`src/rtl/mult_seq.sv`:
```
// mult_seq: iterative unsigned shift-and-add multiplier sequencer.
// Drives one 64-bit ripple-carry adder, one partial product per clock,
// and returns the low 64 bits of a*b on a one-cycle done pulse.
// Optional feature: define MULT_SEQ_EARLY_EXIT_EN to end the run as soon
// as the remaining multiplier bits are all zero.

module RcaAdder64 (
    input  logic [63:0] opA,
    input  logic [63:0] opB,
    output logic [63:0] sum
);
    // Carry into each bit position; the carry-out of bit 63 is never needed.
    logic [63:0] carry;

    assign carry[0] = 1'b0;

    genvar i;
    generate
        for (i = 0; i < 63; i++) begin : gCarry
            assign carry[i+1] = (opA[i] & opB[i]) | (opA[i] & carry[i]) | (opB[i] & carry[i]);
        end
    endgenerate

    assign sum = opA ^ opB ^ carry;
endmodule

module mult_seq #(
    parameter int BITS = 64
) (
    input  logic        clk,
    input  logic        rst_n,
    input  logic        start,
    input  logic [63:0] a,
    input  logic [63:0] b,
    output logic        ready,
    output logic        busy,
    output logic        done,
    output logic [63:0] product
);
    typedef enum logic [1:0] {
        IDLE = 2'd0,
        RUN  = 2'd1,
        DONE = 2'd2
    } state_t;

    state_t      state_q;
    logic [63:0] mcand_q;
    logic [63:0] mplier_q;
    logic [63:0] acc_q;
    logic [6:0]  count_q;
    logic        ready_q;
    logic        busy_q;
    logic        done_q;

    logic [63:0] addB;
    logic [63:0] acc_d;
    logic [63:0] mcand_d;
    logic [63:0] mplier_d;
    logic [6:0]  count_d;
    logic        lastIter;

    // The multiplicand only enters the sum when the current multiplier bit is set.
    assign addB = mplier_q[0] ? mcand_q : 64'd0;

    RcaAdder64 uAdder (
        .opA (acc_q),
        .opB (addB),
        .sum (acc_d)
    );

    // Next values for one RUN iteration and the decision whether it is the last one.
    always_comb begin
        mcand_d  = {mcand_q[62:0], 1'b0};
        mplier_d = {1'b0, mplier_q[63:1]};
        count_d  = count_q + 7'd1;
        lastIter = (count_d == 7'(BITS));
`ifdef MULT_SEQ_EARLY_EXIT_EN
        lastIter = lastIter | (mplier_d == 64'd0);
`else
        lastIter = lastIter | 1'b0;
`endif
    end

    // Sequencer FSM with the operand/accumulator registers and registered handshake outputs.
    always_ff @(posedge clk or negedge rst_n) begin
        if (!rst_n) begin
            state_q  <= IDLE;
            mcand_q  <= '0;
            mplier_q <= '0;
            acc_q    <= '0;
            count_q  <= '0;
            ready_q  <= 1'b1;
            busy_q   <= 1'b0;
            done_q   <= 1'b0;
        end else begin
            case (state_q)
                IDLE: begin
                    if (start) begin
                        mcand_q  <= a;
                        mplier_q <= b;
                        acc_q    <= '0;
                        count_q  <= '0;
                        state_q  <= RUN;
                        ready_q  <= 1'b0;
                        busy_q   <= 1'b1;
                    end
                end
                RUN: begin
                    acc_q    <= acc_d;
                    mcand_q  <= mcand_d;
                    mplier_q <= mplier_d;
                    count_q  <= count_d;
                    if (lastIter) begin
                        state_q <= DONE;
                        done_q  <= 1'b1;
                    end
                end
                DONE: begin
                    state_q <= IDLE;
                    done_q  <= 1'b0;
                    ready_q <= 1'b1;
                    busy_q  <= 1'b0;
                end
                default: begin
                    state_q <= IDLE;
                    done_q  <= 1'b0;
                    ready_q <= 1'b1;
                    busy_q  <= 1'b0;
                end
            endcase
        end
    end

    assign ready   = ready_q;
    assign busy    = busy_q;
    assign done    = done_q;
    assign product = acc_q;
endmodule

```
`config.mk`:
```
export PLATFORM = sky130hd
export DESIGN_NAME = mult_seq
export DESIGN_NICKNAME = d
export VERILOG_FILES = /design/src/rtl/mult_seq.sv
export SDC_FILE = /design/constraint.sdc
export NUM_CORES = 1
export LEC_CHECK = 0
export CAP_MARGIN = 20
export CORE_ASPECT_RATIO = 1.4
export CORE_MARGIN = 2
export CORE_UTILIZATION = 55
export CTS_CLUSTER_SIZE = 30
export DETAILED_ROUTE_END_ITERATION = 12
export PLACE_DENSITY = 0.9
export SYNTH_ARGS = -nofsm -noshare
export SYNTH_HDL_FRONTEND = slang
export SYNTH_HIERARCHICAL = 1
export SYNTH_SLANG_ARGS = --single-unit
```
`constraint.sdc`:
```
create_clock -name clk -period 80.1 [get_ports clk]
set_clock_uncertainty 0.2 [all_clocks]
set_input_delay 16.02 -clock clk [delete_from_list [all_inputs] [get_ports clk]]
set_output_delay 16.02 -clock clk [all_outputs]
set_load 0.005 [all_outputs]
```
==> results of run 1 <==
[tightest hold or removal path, delay by kind of cell (launching register included)]
family | cells | cell delay, ps
AO/OA/AOI/OAI | 1 | 60
flip-flops | 1 | 340
AND/OR/NAND/NOR | 1 | 40
[registers in the layout, indices dropped and copies added (netlist names)]
signal and count:
busy 1, count_q 7, done 1, mcand_q 64, mplier_q 64, product 64, ready 1, state_q 2
[Yosys cell counts (7+ instances only)]
cell type | number | area [sq um]
buf_4 | 13 | 97.6
a22o_1 | 65 | 569
a21oi_1 | 8 | 40.0
nand3_1 | 7 | 35.0
dfrtp_1 | 203 | 5080
o21ai_0 | 76 | 380
o21ai_1 | 55 | 275
fa_1 | 62 | 1240
buf_2 | 26 | 130
nand2_1 | 134 | 503
buf_6 | 8 | 90.1
clkbuf_1 | 19 | 71.3
and2_1 | 64 | 400
mux2i_1 | 124 | 1240
[path summary, 6_finish.rpt]
check                           cells past startpoint  slack [ps]            to
worst max-delay path                               66       52750   product[63]
worst min-delay path                                2         280  mplier_q[22]
worst max register to register                     66       52750   product[63]
worst min register to register                      2         280  mplier_q[22]
max in group asynchronous                           3       62830         ready
min in group asynchronous                           1       15420  mplier_q[23]
[cells by family (layout without fill, tap and decap cells)]
family,Yosys count,count (layout),synth area share [%]
and+or+nand+nor,219,219,9.90
AOI/OAI and AO/OA,215,215,13.1
DFF,204,204,49.0
muxes,124,124,11.9
buffers and inverters,69,244,3.84
adders and majority gates,64,64,12.1
xor gates and xnor gates,1,1,0.228
[final cells by class]
cell class	count	area share, %
Tap cell	244	2.32
Sequential cell	204	38.8
Clock buffer	27	4.62
Clock inverter	9	1.20
Timing Repair Buffer	205	15.6
Multi-Input combinational cell	623	37.4
Inverter	3	0.0855
[stage by stage]
stage	hold slack (ps)	instance area, sq um	power, mW	setup slack [ps]
final	282	13200	0.490	52750
after global routing	311	13200	0.528	52040
after CTS	284	13100	0.495	52880
after detailed placement	270	12400	0.387	53010
after global placement	260	12400	0.370	53310
after floorplan	242	10400	0.310	54060
[power groups by stage]
stage	clock network [mW]	registers (mW)	logic (mW)
finish	0.107	0.193	0.191
global route	0.114	0.200	0.214
CTS	0.109	0.193	0.193
detailed placement	0	0.194	0.193
global placement	0	0.191	0.179
floorplan	0	0.185	0.125
[per-layer routing]
| layer | up-vias | part of all wire, % | track usage (%) | routed length, microns |
|---|---|---|---|---|
| li1 | 3425 | - | - | - |
| met1 | 3579 | 40 | 30.0 | 8980 |
| met2 | 187 | 51 | 38.2 | 11300 |
| met3 | 50 | 5.4 | 4.66 | 1210 |
| met4 | 0 | 3.8 | 8.70 | 839 |
| met5 | - | 0 | 0 | 0 |
==> impl_metrics.toml, run 1 <==
[status]
outcome = "finished clean"

[floorplan]
die_height_microns = 167
die_area_sq_mm = 0.0201
start_util_pct = 56.1
rows = 59
die_w_microns = 120
io_pins = 198
core_sq_mm = 0.0186

[drt]
dr.pass1.iters = 4
remaining_drc_errors = 0
ant_nets = 0
num_vias = 7241
wl_microns = 22300
viasPerCell = 5.51
wire_per_inst_microns = 17.0
drtIter0Drc = 552

[clock_network]
path_clk_slew_ps = 60
clk_latency_ps = 500
clkSinkCount = 204
cts_tree = "done"
cts_resized = 0
cts_setup_buffers = 0
cts_htree_levels = 1
cts_root_buf = "clkbuf_16"
ctsLongestPathBuffers = 3
cts_hold_buf = 0
cts_buffers = 21

[synth]
synthArstFlopShare_pct = 100
synth.avg_cell_area_sq_um = 11.6
yosysUniqueCellTypes = 34
synth_edf_count = 0
synth-main-ff-cell = "dfrtp_1"
synth_nets = 1091
synth_warnings = 6
syn-cell-area_sq_mm = 0.0104
synth_seq_cells = 204
ys_seq_area_share_pct = 49.0
netlist_instances = 896

[worst_hold_path]
hp-start = "mplier_q[22]"
hp-class = "reg2reg"

[worst_setup_path]
worst-path-buf-inv = 0
startpoint = "mplier_q[0]"
cp_common_cell = "fa_1"
path_class = "reg2reg"
critPathSlowestCell = "dfrtp_1"
cp_max_fo = 18
start_kind = "register"
cp_top_family = "adder cells"
regToRegStartpoint = "mplier_q[0]"
worstPathArrival_ps = 27540
endpoint_kind = "register"
slowest_delay_ps = 550
cp.required_ps = 80290

[global_routing]
grt_antenna_before_repair = 0
grt_max_degree = 122
grt_pass1_vias = 7567
gr-total-overflow = 0
grt_pass1_wl_microns = 37600
track_usage_pct = 23.1

[power_and_ir_drop]
switching_share_pct = 32.6
p_sw_mw = 0.160
ir_worst_vdd_mv = 0.0278
powerDensity_mw_per_mm2 = 37.2
p_int_mw = 0.330
seq_power_share_pct = 39.3
leakage_nw = 6.50
combPwrFrac_pct = 38.9
clkPwrFrac_pct = 21.8

[sta]
finalCritPeriodShare_pct = 34.1
setup_tns_ps = 0
fmax_mhz = 36.6
hold_viol = 0
drv_slew = 0
min_period_ps = 27350
max_slew_margin_pct = 26.7
rsz0062_at_grt = "false"
setup_viol = 0
worstMarginPinSlew_ps = 1100

[final_layout]
seq_area_sq_mm = 0.00511
fillers = 1249
antenna_cells = 0
final_common_cell = "dfrtp_1"
multiInputGateArea_sq_mm = 0.00493
drive_gt1_share_pct = 4.58
post-route-util_pct = 70.8
areaGrowthSynthToFinish_pct = 26.3
layout.nets = 1253
final_cells = 1315
layout_common_cells = "dfrtp_1, clkdlybuf4s50_1, nand2_1"

[run]
max_cap_violations = 0

[placed_design]
place_congestion = 0.839
io_buffers = 197
dp_hpwl_microns = 15200
dp_cells = 1278
Note: power is estimated with default switching activity, not from simulation.
==> inputs of run 2 (changes only) <==
--- a/config.mk
+++ b/config.mk
@@ -8,10 +8,10 @@
 export CAP_MARGIN = 20
 export CORE_ASPECT_RATIO = 1.4
 export CORE_MARGIN = 2
-export CORE_UTILIZATION = 55
+export CORE_UTILIZATION = 53
 export CTS_CLUSTER_SIZE = 30
 export DETAILED_ROUTE_END_ITERATION = 12
-export PLACE_DENSITY = 0.9
+export PLACE_DENSITY = 0.87
 export SYNTH_ARGS = -nofsm -noshare
 export SYNTH_HDL_FRONTEND = slang
 export SYNTH_HIERARCHICAL = 1
==> constraint.sdc (replaced) <==
create_clock -name clk -period 28.6 [get_ports clk]
set_clock_uncertainty 0.2 [all_clocks]
set_input_delay 5.72 -clock clk [delete_from_list [all_inputs] [get_ports clk]]
set_output_delay 5.72 -clock clk [all_outputs]
set_load 0.005 [all_outputs]
==> impl_metrics.toml, run 2 (synthesized netlist as in run 1, its figures left out) <==
[worst_setup_path]
startpoint = "mplier_q[0]"
critPathSlowestCell = "dfrtp_1"
regToRegStartpoint = "mplier_q[0]"
cp_max_fo = 18
path_class = "reg2reg"
cp_common_cell = "fa_1"
worst_r2r_endpoint = "product[63]"
rrSetupSlack_ps = 1400
start_kind = "register"
endpoint_kind = "register"
critical_path.endpoint = "product[63]"
worstPathArrival_ps = 27390
reg2reg_depth = 66
cp.required_ps = 28780
slowest_delay_ps = 540

[final_layout]
final_common_cell = "dfrtp_1"
areaGrowthSynthToFinish_pct = 26.2
layout.nets = 1254
layout_common_cells = "dfrtp_1, clkdlybuf4s50_1, nand2_1"
drive_gt1_share_pct = 4.38

[sta]
max_slew_margin_pct = 28.2
worstMarginPinSlew_ps = 1080
hold_viol = 0
min_period_ps = 27200
setup_viol = 0
finalCritPeriodShare_pct = 95.1
setup_tns_ps = 0
fmax_mhz = 36.8
rsz0062_at_grt = "false"
drv_slew = 0

[clock_network]
ctsLongestPathBuffers = 3
cts_buffers = 22
cts_resized = 0
cts_tree = "done"
clkSinkCount = 204
clk_latency_ps = 490
cts_hold_buf = 0
cts_root_buf = "clkbuf_16"
cts_setup_buffers = 0
cts_htree_levels = 1
path_clk_slew_ps = 60

[floorplan]
die_height_microns = 170
die_w_microns = 123
io_pins = 198
rows = 60
die_area_sq_mm = 0.0208
core_sq_mm = 0.0193
start_util_pct = 54.1

[power_and_ir_drop]
powerDensity_mw_per_mm2 = 104
power_mw = 1.37
ir_worst_vdd_mv = 0.0489
leakage_nw = 6.49

[placed_design]
place_congestion = 0.801
dp_hpwl_microns = 15400
io_buffers = 197

[drt]
remaining_drc_errors = 0
drtIter0Drc = 506
wire_per_inst_microns = 17.0
num_vias = 7245
viasPerCell = 5.48
dr.pass1.iters = 4
ant_nets = 0
wl_microns = 22500

[global_routing]
grt_max_degree = 130
grt_antenna_before_repair = 1
grt_pass1_vias = 7393
grt_pass1_wl_microns = 36900
track_usage_pct = 22.3
gr-total-overflow = 0

[run]
max_cap_violations = 0

[worst_hold_path]
hold_depth = 2
hp-class = "reg2reg"

[status]
outcome = "finished clean"
[run 2: cell count changes in the layout (fill, tap and decap cells not counted)]
| cell | before | now |
|---|---|---|
| bufinv_16 | 4 | 2 |
| inv_6 | 1 | 0 |
| diode_2 | 0 | 1 |
| clkbuf_16 | 21 | 23 |
| clkinv_2 | 2 | 3 |
| inv_8 | 1 | 0 |
| clkbuf_1 | 0 | 4 |
| clkinvlp_4 | 1 | 0 |
[run 2: worst min-delay path by stage]
stage	from	endpoint	slack, ps
global route	mcand_q[63]	mcand_q[63]	300
global placement	mplier_q[23]	mplier_q[23]	260
detailed placement	mplier_q[16]	mplier_q[16]	270
CTS	mplier_q[16]	mplier_q[16]	280
floorplan	mcand_q[63]	mcand_q[63]	240
finish	mplier_q[34]	mplier_q[34]	280
[run 2: final cells by class]
type	count	area, sq um
Inverter	3	11.3
Clock buffer	33	673
Tap cell	248	310
Antenna cell	1	2.50
Clock inverter	5	75.1
Multi-Input combinational cell	623	4930
Timing Repair Buffer	205	2060
Fill cell	1387	6130
Sequential cell	204	5110
[run 2: routing by layer]
metal	GRT usage (%)	wire length, microns	vias to the layer above
li1	-	-	3432
met1	28.0	8950	3607
met2	38.2	11700	169
met3	4.56	1170	37
met4	7.65	665	0
met5	0	0	-
[run 2: power breakdown]
part	switching (mW)	total, mW	internal, mW
clock network	0.112	0.292	0.180
logic	0.223	0.537	0.315
registers	0.113	0.538	0.424
[run 2: through the flow]
stage	hold slack, ps	utilization (%)	setup WS (ps)	cells	cell area [sq um]
floorplan	242	-	2560	896	10400
global placement	262	64.2	1770	1282	12400
detailed placement	270	64.2	1570	1282	12400
CTS	284	68.1	1480	1320	13100
global route	301	68.2	565	1322	13200
finish	281	68.2	1400	1322	13200
[run 2: worst max-delay path, delay by kind of cell, from the launching register on]
kind / cells / cell delay, ps
AO/OA/AOI/OAI: 1 / 200
XOR/XNOR: 1 / 370
adder cells (fa/ha/maj): 63 / 25490
flip-flops: 1 / 540
AND/OR/NAND/NOR: 1 / 250
